<file path="config.mk">
export PLATFORM = sky130hd
export DESIGN_NAME = tone_decoder
export DESIGN_NICKNAME = d
export VERILOG_FILES = /design/src/rtl/beep_tone_pkg.sv /design/src/rtl/note_classifier.sv /design/src/rtl/tone_decoder.sv
export SDC_FILE = /design/constraint.sdc
export NUM_CORES = 1
export LEC_CHECK = 0
export BUFFER_PORTS_ARGS = -buffer_cell sky130_fd_sc_hd__buf_2
export CORE_MARGIN = 2
export CORE_UTILIZATION = 65
export CTS_BUF_LIST = sky130_fd_sc_hd__clkbuf_8 sky130_fd_sc_hd__clkbuf_16
export DETAILED_ROUTE_END_ITERATION = 10
export GPL_ROUTABILITY_DRIVEN = 0
export PLACE_DENSITY_LB_ADDON = 0.05
export SYNTH_ARGS = -nofsm -noshare
export SYNTH_HDL_FRONTEND = slang
export SYNTH_SLANG_ARGS = --single-unit
</file>
<file path="constraint.sdc">
create_clock -name sys_clk -period 6.7 [get_ports sys_clk]
set_input_delay 0.67 -clock sys_clk [delete_from_list [all_inputs] [get_ports sys_clk]]
set_output_delay 0.67 -clock sys_clk [all_outputs]
set_load 0.005 [all_outputs]
</file>
<file path="src/rtl/beep_tone_pkg.sv">
// ----------------------------------------------------------------------------
// beep_tone_pkg
// Shared constants and types for the tone decoder:
//   NOM        nominal rise-to-rise periods (sys_clk cycles at 50 MHz) for
//              the seven notes, index = note code
//   NOTE_NONE  code reported when no note is locked / period unclassified
//   note_e     symbolic note codes
//   state_e    decoder FSM states
//   in_window  tolerance-window test used by the classifier
// ----------------------------------------------------------------------------
package beep_tone_pkg;

  localparam int         NOTE_NUM  = 7;
  localparam logic [2:0] NOTE_NONE = 3'd7;

  // Packed so that NOM[i] is the nominal period of note code i.
  localparam logic [NOTE_NUM-1:0][31:0] NOM = {
    32'd101214,  // 6 Ti
    32'd113636,  // 5 La
    32'd127551,  // 4 So
    32'd143266,  // 3 Fa
    32'd151515,  // 2 Mi
    32'd170068,  // 1 Ra
    32'd190840   // 0 Do
  };

  typedef enum logic [2:0] {
    NOTE_DO = 3'd0,
    NOTE_RA = 3'd1,
    NOTE_MI = 3'd2,
    NOTE_FA = 3'd3,
    NOTE_SO = 3'd4,
    NOTE_LA = 3'd5,
    NOTE_TI = 3'd6,
    NOTE_NC = 3'd7
  } note_e;

  typedef enum logic [1:0] {
    ST_IDLE    = 2'd0,
    ST_MEASURE = 2'd1,
    ST_LOCKED  = 2'd2
  } state_e;

  // True when per lies within +/- (nom >> tol_shift) of nom (inclusive).
  function automatic logic in_window(input logic [31:0] per,
                                     input logic [31:0] nom,
                                     input int          tol_shift);
    logic [31:0] diff;
    diff = (per >= nom) ? (per - nom) : (nom - per);
    return (diff <= (nom >> tol_shift));
  endfunction

endpackage

</file>
<file path="src/rtl/note_classifier.sv">
// ----------------------------------------------------------------------------
// note_classifier
// Purely combinational: maps a measured period onto the note whose
// tolerance window contains it, or NOTE_NONE when none does.
//   period_i  measured rise-to-rise period in sys_clk cycles
//   code_o    note code 0..6, or 7 when unclassified
// ----------------------------------------------------------------------------
module note_classifier
  import beep_tone_pkg::*;
#(
  parameter int PER_W     = 18,
  parameter int TOL_SHIFT = 6
) (
  input  logic [PER_W-1:0] period_i,
  output logic [2:0]       code_o
);

  logic [31:0] per_ext_s;

  assign per_ext_s = 32'(period_i);

  // The windows are disjoint, so at most one index can match.
  always_comb begin
    code_o = NOTE_NONE;
    for (int i = 0; i < NOTE_NUM; i++) begin
      code_o = in_window(per_ext_s, NOM[i], TOL_SHIFT) ? 3'(i) : code_o;
    end
  end

endmodule

</file>
<file path="src/rtl/tone_decoder.sv">
// ----------------------------------------------------------------------------
// tone_decoder
// Measures the rise-to-rise period of an asynchronous square-wave tone and
// locks onto one of seven notes once STABLE_CNT consecutive periods agree.
//   sys_clk     system clock (50 MHz)
//   sys_rst_n   asynchronous active-low reset
//   tone_in     asynchronous tone input, idles high
//   note_valid  high while a note is locked
//   note_code   locked note 0..6, 7 when none
//   note_stb    one-cycle pulse on each entry to LOCKED
//   period      last measured rise-to-rise period (held through IDLE)
// ----------------------------------------------------------------------------
module tone_decoder
  import beep_tone_pkg::*;
#(
  parameter int STABLE_CNT = 4,
  parameter int TOL_SHIFT  = 6,
  parameter int PER_W      = 18
) (
  input  logic             sys_clk,
  input  logic             sys_rst_n,
  input  logic             tone_in,
  output logic             note_valid,
  output logic [2:0]       note_code,
  output logic             note_stb,
  output logic [PER_W-1:0] period
);

  localparam int               MC_W       = $clog2(STABLE_CNT + 1);
  localparam logic [PER_W-1:0] PER_MAX    = {PER_W{1'b1}};
  localparam logic [MC_W-1:0]  MATCH_LOCK = MC_W'(STABLE_CNT);

  logic [1:0]       sync_q;
  logic             dly_q;
  logic             rise_s;
  logic             sat_s;
  logic             eval_q;
  logic [PER_W-1:0] per_cnt_q, per_cnt_d;
  logic [PER_W-1:0] period_q, period_d;
  logic [2:0]       class_s;
  state_e           state_q, state_d;
  logic [2:0]       cand_q, cand_d;
  logic [MC_W-1:0]  match_q, match_d;
  logic [2:0]       code_q, code_d;
  logic             valid_q, valid_d;
  logic             stb_q, stb_d;

  // Reset to 1 so a tone held high across reset release gives no false rise.
  always_ff @(posedge sys_clk or negedge sys_rst_n) begin
    if (!sys_rst_n) begin
      sync_q <= 2'b11;
      dly_q  <= 1'b1;
    end else begin
      sync_q <= {sync_q[0], tone_in};
      dly_q  <= sync_q[1];
    end
  end

  assign rise_s = sync_q[1] & ~dly_q;
  assign sat_s  = (per_cnt_q == PER_MAX);

  // Period counter and captured period; a rise always wins over saturation.
  always_comb begin
    per_cnt_d = per_cnt_q;
    period_d  = period_q;
    if (rise_s) begin
      per_cnt_d = {PER_W{1'b0}};
      period_d  = sat_s ? PER_MAX : (per_cnt_q + PER_W'(1));
    end else if (!sat_s) begin
      per_cnt_d = per_cnt_q + PER_W'(1);
    end else begin
      per_cnt_d = per_cnt_q;
    end
  end

  note_classifier #(
    .PER_W     (PER_W),
    .TOL_SHIFT (TOL_SHIFT)
  ) u_classifier (
    .period_i (period_q),
    .code_o   (class_s)
  );

  // Decoder FSM; evaluates one cycle after a rise, once period_q is fresh.
  always_comb begin
    state_d = state_q;
    cand_d  = cand_q;
    match_d = match_q;
    code_d  = code_q;
    valid_d = valid_q;
    stb_d   = 1'b0;
    if (sat_s && !rise_s) begin
      // Tone lost: no rise for the full counter range.
      state_d = ST_IDLE;
      cand_d  = NOTE_NONE;
      match_d = {MC_W{1'b0}};
      code_d  = NOTE_NONE;
      valid_d = 1'b0;
    end else if (eval_q) begin
      case (state_q)
        ST_IDLE: begin
          // First rise only starts a measurement; its period is meaningless.
          state_d = ST_MEASURE;
          cand_d  = NOTE_NONE;
          match_d = {MC_W{1'b0}};
        end
        ST_MEASURE: begin
          if (class_s == NOTE_NONE) begin
            match_d = {MC_W{1'b0}};
          end else begin
            cand_d  = class_s;
            match_d = (class_s == cand_q) ? (match_q + MC_W'(1)) : MC_W'(1);
            if (match_d >= MATCH_LOCK) begin
              state_d = ST_LOCKED;
              code_d  = class_s;
              valid_d = 1'b1;
              stb_d   = 1'b1;
            end else begin
              state_d = ST_MEASURE;
            end
          end
        end
        ST_LOCKED: begin
          if (class_s == code_q) begin
            state_d = ST_LOCKED;
          end else begin
            state_d = ST_MEASURE;
            valid_d = 1'b0;
            code_d  = NOTE_NONE;
            cand_d  = class_s;
            match_d = (class_s != NOTE_NONE) ? MC_W'(1) : {MC_W{1'b0}};
          end
        end
        default: begin
          state_d = ST_IDLE;
          cand_d  = NOTE_NONE;
          match_d = {MC_W{1'b0}};
          code_d  = NOTE_NONE;
          valid_d = 1'b0;
        end
      endcase
    end else begin
      stb_d = 1'b0;
    end
  end

  // Counter, period, FSM state and registered outputs.
  always_ff @(posedge sys_clk or negedge sys_rst_n) begin
    if (!sys_rst_n) begin
      per_cnt_q <= {PER_W{1'b0}};
      period_q  <= {PER_W{1'b0}};
      eval_q    <= 1'b0;
      state_q   <= ST_IDLE;
      cand_q    <= NOTE_NONE;
      match_q   <= {MC_W{1'b0}};
      code_q    <= NOTE_NONE;
      valid_q   <= 1'b0;
      stb_q     <= 1'b0;
    end else begin
      per_cnt_q <= per_cnt_d;
      period_q  <= period_d;
      eval_q    <= rise_s;
      state_q   <= state_d;
      cand_q    <= cand_d;
      match_q   <= match_d;
      code_q    <= code_d;
      valid_q   <= valid_d;
      stb_q     <= stb_d;
    end
  end

  assign note_valid = valid_q;
  assign note_code  = code_q;
  assign note_stb   = stb_q;
  assign period     = period_q;

endmodule

</file>
## Word level (Yosys, flattened, before mapping)

Cells that the tools add are included.

- Word-level logic and storage cells: 116
- Register bits: 53
- Output and inout port bits: 23
- Input port bits: 3

- Reduce and logical (&&, ||, !) cells: 8
- Muxes and demuxes: 52
- Equal/unequal tests: 12
- $lt $le $gt $ge: 15
- Bitwise gates (word level): 2
- Add/sub/neg operators: 16

Operators with widths:

| cell | number |
|---|---|
| $mux 32 | 7 |
| $le 32x12->1 const B | 4 |
| $le 32x11->1 const B | 3 |
| $sub 18x18->19 const A | 4 |
| $sub 18x18->19 const B | 4 |
| $ge 18x18->1 const B | 4 |
| $mux 3 | 21 |
| $sub 17x18->19 const A | 3 |
| $sub 18x17->19 const B | 3 |
| $ge 18x17->1 const B | 3 |
| $mux 18 | 3 |
| $add 18x1->18 const B | 1 |
| $eq 18x18->1 const B | 1 |
| $ne 3x3->1 const B | 4 |
| $pmux 3 s2 | 2 |
| $mux 1 | 11 |
| $mux 2 | 5 |
| $pmux 3 s3 | 1 |
| $eq 3x3->1 | 2 |
| $pmux 2 s3 | 1 |
| $reduce_and 5->1 | 1 |
| $ne 2x2->1 const B | 2 |
| $reduce_and 2->1 | 2 |
| $add 3x1->3 const B | 1 |
| other kinds (12) | 12 |

## Depth between registers and ports, before layout

- Word-level depth: 18
- Depth in mapped cells: 19
- Depth with buffers taken out: 15

## By module

Synthesis repeated with hierarchy kept, for this count alone.

- Cell total of the unflattened synthesis: 1,046
- Area total of the unflattened synthesis: 7,509.7 um^2

By module, submodules not included:

| module | cells each | instances | area each (um^2) | seq. area each (um^2) |
|---|---|---|---|---|
| note_classifier | 788 | 1 | 4,984.8 | 0.0 |
| tone_decoder | 258 | 1 | 2,524.9 | 1,337.5 |

## Least setup slack after synthesis

Ideal clock, no wire load.

- Path kind: register -> register
- Start point: register period_q[4] (netlist: period[4])
- End point: register code_q[0] (netlist: note_code[0])
- Setup time: 0.083 ns
- Clock period less this slack: 4.888 ns
- Path buffers: 4
- Arrival time: 4.804 ns
- Cell stages (with the launch flop): 20
- Slack: 1.812 ns
- Data required time: 6.617 ns
- Path through: dfrtp_1 -> clkbuf_1 -> inv_1 -> clkbuf_1 -> ha_1 -> clkbuf_1 -> nand2b_1 -> a31o_2 -> a221o_1 -> buf_2 -> a211o_1 -> o211ai_1 -> o211ai_1 -> a2111oi_0 -> nor4b_1 -> nor2_1 -> mux2_2 -> a2111o_1 -> and3_4 -> o32a_1

- Longest elaborated chain between the ends: 15
- Elaborated cells on any way between the ends: 56

Ends and longest elaborated chain:

| element | line | text |
|---|---|---|
| start, declared | tone_decoder.sv:39 | `logic [PER_W-1:0] period_q, period_d;` |
| start signal, assigned | tone_decoder.sv:151 | `period_q <= {PER_W{1'b0}};` |
| start signal, assigned | tone_decoder.sv:161 | `period_q <= period_d;` |
| $sub 18x18->19 / $ge 18x18->1 (equally long branches) | beep_tone_pkg.sv:49 | `diff = (per >= nom) ? (per - nom) : (nom - per);` |
| $mux 32 | beep_tone_pkg.sv:49 |  |
| $le 32x12->1 | beep_tone_pkg.sv:50 | `return (diff <= (nom >> tol_shift));` |
| $mux 3 (6 in series) | note_classifier.sv:26 | `code_o = in_window(per_ext_s, NOM[i], TOL_SHIFT) ? 3'(i) : code_o;` |
| $mux 3 (*) | note_classifier.sv:26 |  |
| $eq 3x3->1 / $mux 3 (equally long branches) | tone_decoder.sv:112, tone_decoder.sv:113 |  |
| $mux 3, on equally long branches | tone_decoder.sv:112, tone_decoder.sv:108 |  |
| $ge 3x3->1 / $pmux 3 s3 (equally long branches) | tone_decoder.sv:113, tone_decoder.sv:100 |  |
| $ne 3x3->1 (no source line) / $mux 3 (equally long branches) | - |  |
| $reduce_and 5->1 (no source line) / $mux 3 (equally long branches) | - |  |
| end signal, assigned | tone_decoder.sv:166 | `code_q <= code_d;` |
| end, declared | tone_decoder.sv:44 | `logic [2:0] code_q, code_d;` |

Mark *: on every way between the ends. The rest lies on a longest branch, timed or not. The select of a mux whose other input is x is not followed.
A chain may end at the register's enable or synchronous reset.

## Worst setup path after layout

- Start point: register period_q[1] (netlist: period[1])
- End point: register code_q[0] (netlist: note_code[0])

The elaborated chain is that of the path after synthesis.

==> metrics <==
run status finished, final reports clean; Async SR Flop Fraction 100%; top_reg_cell synth dfrtp_1; DRC 0; Worst-Skew Late Latency 0.29 ns; min-delay src sync_q[0]; number of global-route vias before repair 8631; DP HPWL 20.2 mm; count leader, synth nor2_1; hold path endpoint sync_q[1]; Total Power 0.00117 W; # hold bufs at CTS 0; Core ar. 0.0125 mm^2; Clock Sinks 53; top post-synthesis cells by count 114 x nor2_1, 101 x nand2_1, 81 x o21ai_0; Peak VDD IR 0.258 mV; RSZ-0062 raised after global routing false; H-tree depth 2; sequential area share after synthesis 16.3%; dpl ws 1.05 ns; Worst Clk Skew 0.00689 ns; Setup TNS Final 0 ns; Row Count 41; post-CTS setup buffer count 0; total wire length 28.3 mm; post-route ant nets 0; Post-synth EDFFs 0; synthesized net count 1200; Root Driver clkbuf_16; Die H 116 um; die area 0.0135 mm^2; # IOs 26; Worst Hold Depth 0; fin worst setup slack 0.801 ns; synth warn 0; Worst Setup Start Kind flip-flop; CP max stage delay 0.81 ns; Final setup viols 0; GRT overflow 0; number of max-cap violations 0; slew margin rel. 29.9%; Worst R2R Path Depth 15; gr usage total 42.2%; Fill cells 1095; via count 9541; area share of the largest cell type after synthesis 13.4%; HP Class flip-flop to flip-flop; Routed WL per cell 21.8 um; 1st-iter DRT viols 1666; Area contributors post-synth dfrtp_1 13%, xnor2_1 6.4%, nor2_1 5.2%; Vias/cell 7.34; number of distinct library cells after synthesis 89; CP required 6.92 ns; post-synthesis cell count 1166; CTS Buffer Depth 2; Arrival @ worst endpoint 6.11 ns; # diodes 0; layout cell share with drive strength beyond 1 8.70%; CP endpoint kind flip-flop; global-route wire length before repair 45.3 mm; Setup Crit Path Kind flip-flop to flip-flop; Final Hold Fails 0; Synth area leader dfrtp_1; first drt pass iteration count 7; Syn Std Cell Area 0.00820 mm^2; worst r2r src period[1]; Synth Register Bits 53; initial core utilization 65.7%; Layout Utilization 68.0%; reg2reg setup slack 0.80 ns; Syn-to-layout area delta 3.44%; IO Port Bufs 25; chip width 116 um; Worst Path Max Fanout 13; achievable frequency 0.170 GHz; crit path cell chain inv_1, ha_1, nand4b_1, nor4_1, nor2_1, a21oi_1, nor3_1, nor3_1, nor4bb_1, a22o_1, a21oi_2, a211o_1, nor4_1, nand4_1, o32a_1; FF-to-FF End note_code[0]; pwr dens 138 mW/mm^2; Least-Margin Pin Slew 1.04 ns; Clock Pin Slew Worst Setup and Hold Paths 0.06 ns; Tcrit/Tclk final 88.0%; cts bufs inserted 5; Tmin final 5.90 ns; Mean Syn Cell Area 7.03 um^2; CTS resizes 0; CTS tree yes; Worst path slowest cell nor4_1; initial antenna violation count 0; max-slew violation count 0; largest net degree at the start of global routing 54; nets@finish 1160; P_leak 3.33 nW
==> metal layers <==
| metal | part of all wire (%) | vias to the layer above | wire length (um) | global-route usage (%) |
|---|---|---|---|---|
| li1 | - | 4289 | - | - |
| met1 | 39 | 4301 | 11000 | 56.9 |
| met2 | 42 | 763 | 11900 | 62.2 |
| met3 | 12 | 188 | 3480 | 8.51 |
| met4 | 7.0 | 0 | 1970 | 25.6 |
| met5 | 0 | - | 0 | 0 |
==> report_power, final <==
group,switching [W],leakage (nW),internal [W]
combinational,0.000322,2.56,0.000195
sequential,0.0000538,0.694,0.000356
clock,0.000105,0.0776,0.000134
==> flip-flops by register name (all words and copies together) (netlist names) <==
name / count
cand_q: 3
dly_q: 1
eval_q: 1
match_q: 3
note_code: 3
note_stb: 1
note_valid: 1
per_cnt_q: 18
period: 18
state_q: 2
sync_q: 2
==> placed cells by master (no fill, tap or decap), types with 13 or more instances in the layout <==
master and count:
a31oi_1 21, a21o_1 13, inv_1 26, ha_1 31
nand4_1 19, nand2b_1 17, xnor2_1 60, o21ai_0 81
buf_2 25, a21oi_1 79, nor4_1 15, buf_4 27
and2_1 24, mux2i_1 24, a211oi_1 20, nand2_1 101
o22ai_1 13, o211ai_1 22, and3_1 19, nor3_1 49
nor2_1 114, dfrtp_1 44, nand3_1 45
==> worst max-delay path: cells and delay by family (launching register included) <==
family	cells	cell delay, ns
buf+inv	1	0.31
simple gates	8	2.92
fa+ha+maj	1	0.60
compound gates	5	1.45
flops	1	0.55
==> logic make-up after synthesis <==
kind of cell	share of synthesized area [%]
mux	3.62
xor+xnor	7.59
compound gates	30.8
fa+ha+maj	4.73
flops	16.3
buf+inv	6.17
simple gates	30.7
==> how the worst max path moves through the flow <==
| stage | startpoint | endpoint | slack, ns | depth (start not counted) |
|---|---|---|---|---|
| 3_3_place_gp | period[1] | note_code[0] | 1.02 | 15 |
| 4_1_cts | period[1] | note_code[0] | 1.03 | 15 |
| 2_1_floorplan | period[4] | note_code[0] | 1.81 | 19 |
| 3_5_place_dp | period[1] | note_code[0] | 1.05 | 15 |
| 5_1_grt | period[1] | note_code[0] | 0.50 | 15 |
| 6_report | period[1] | note_code[0] | 0.80 | 15 |
==> area by class of cell <==
class / instances / area (um^2) / area share (%)
clock buffers: 5 / 125 / 1.48
repair buffers: 52 / 328 / 3.87
flip-flops and latches: 53 / 1340 / 15.8
multi-input cells: 987 / 6360 / 75.0
well taps: 172 / 215 / 2.54
inverters: 27 / 101 / 1.20
clock inverters: 3 / 11.3 / 0.133
==> metrics by stage <==
stage / std cells / area, um^2 / hold slack, ns
after floorplan: 1166 / 8200 / 0.345
after global placement: 1291 / 8340 / 0.354
after detailed placement: 1291 / 8340 / 0.352
after CTS: 1299 / 8480 / 0.364
after global routing: 1299 / 8480 / 0.365
final: 1299 / 8480 / 0.361
(Power assumes the default switching activity.)
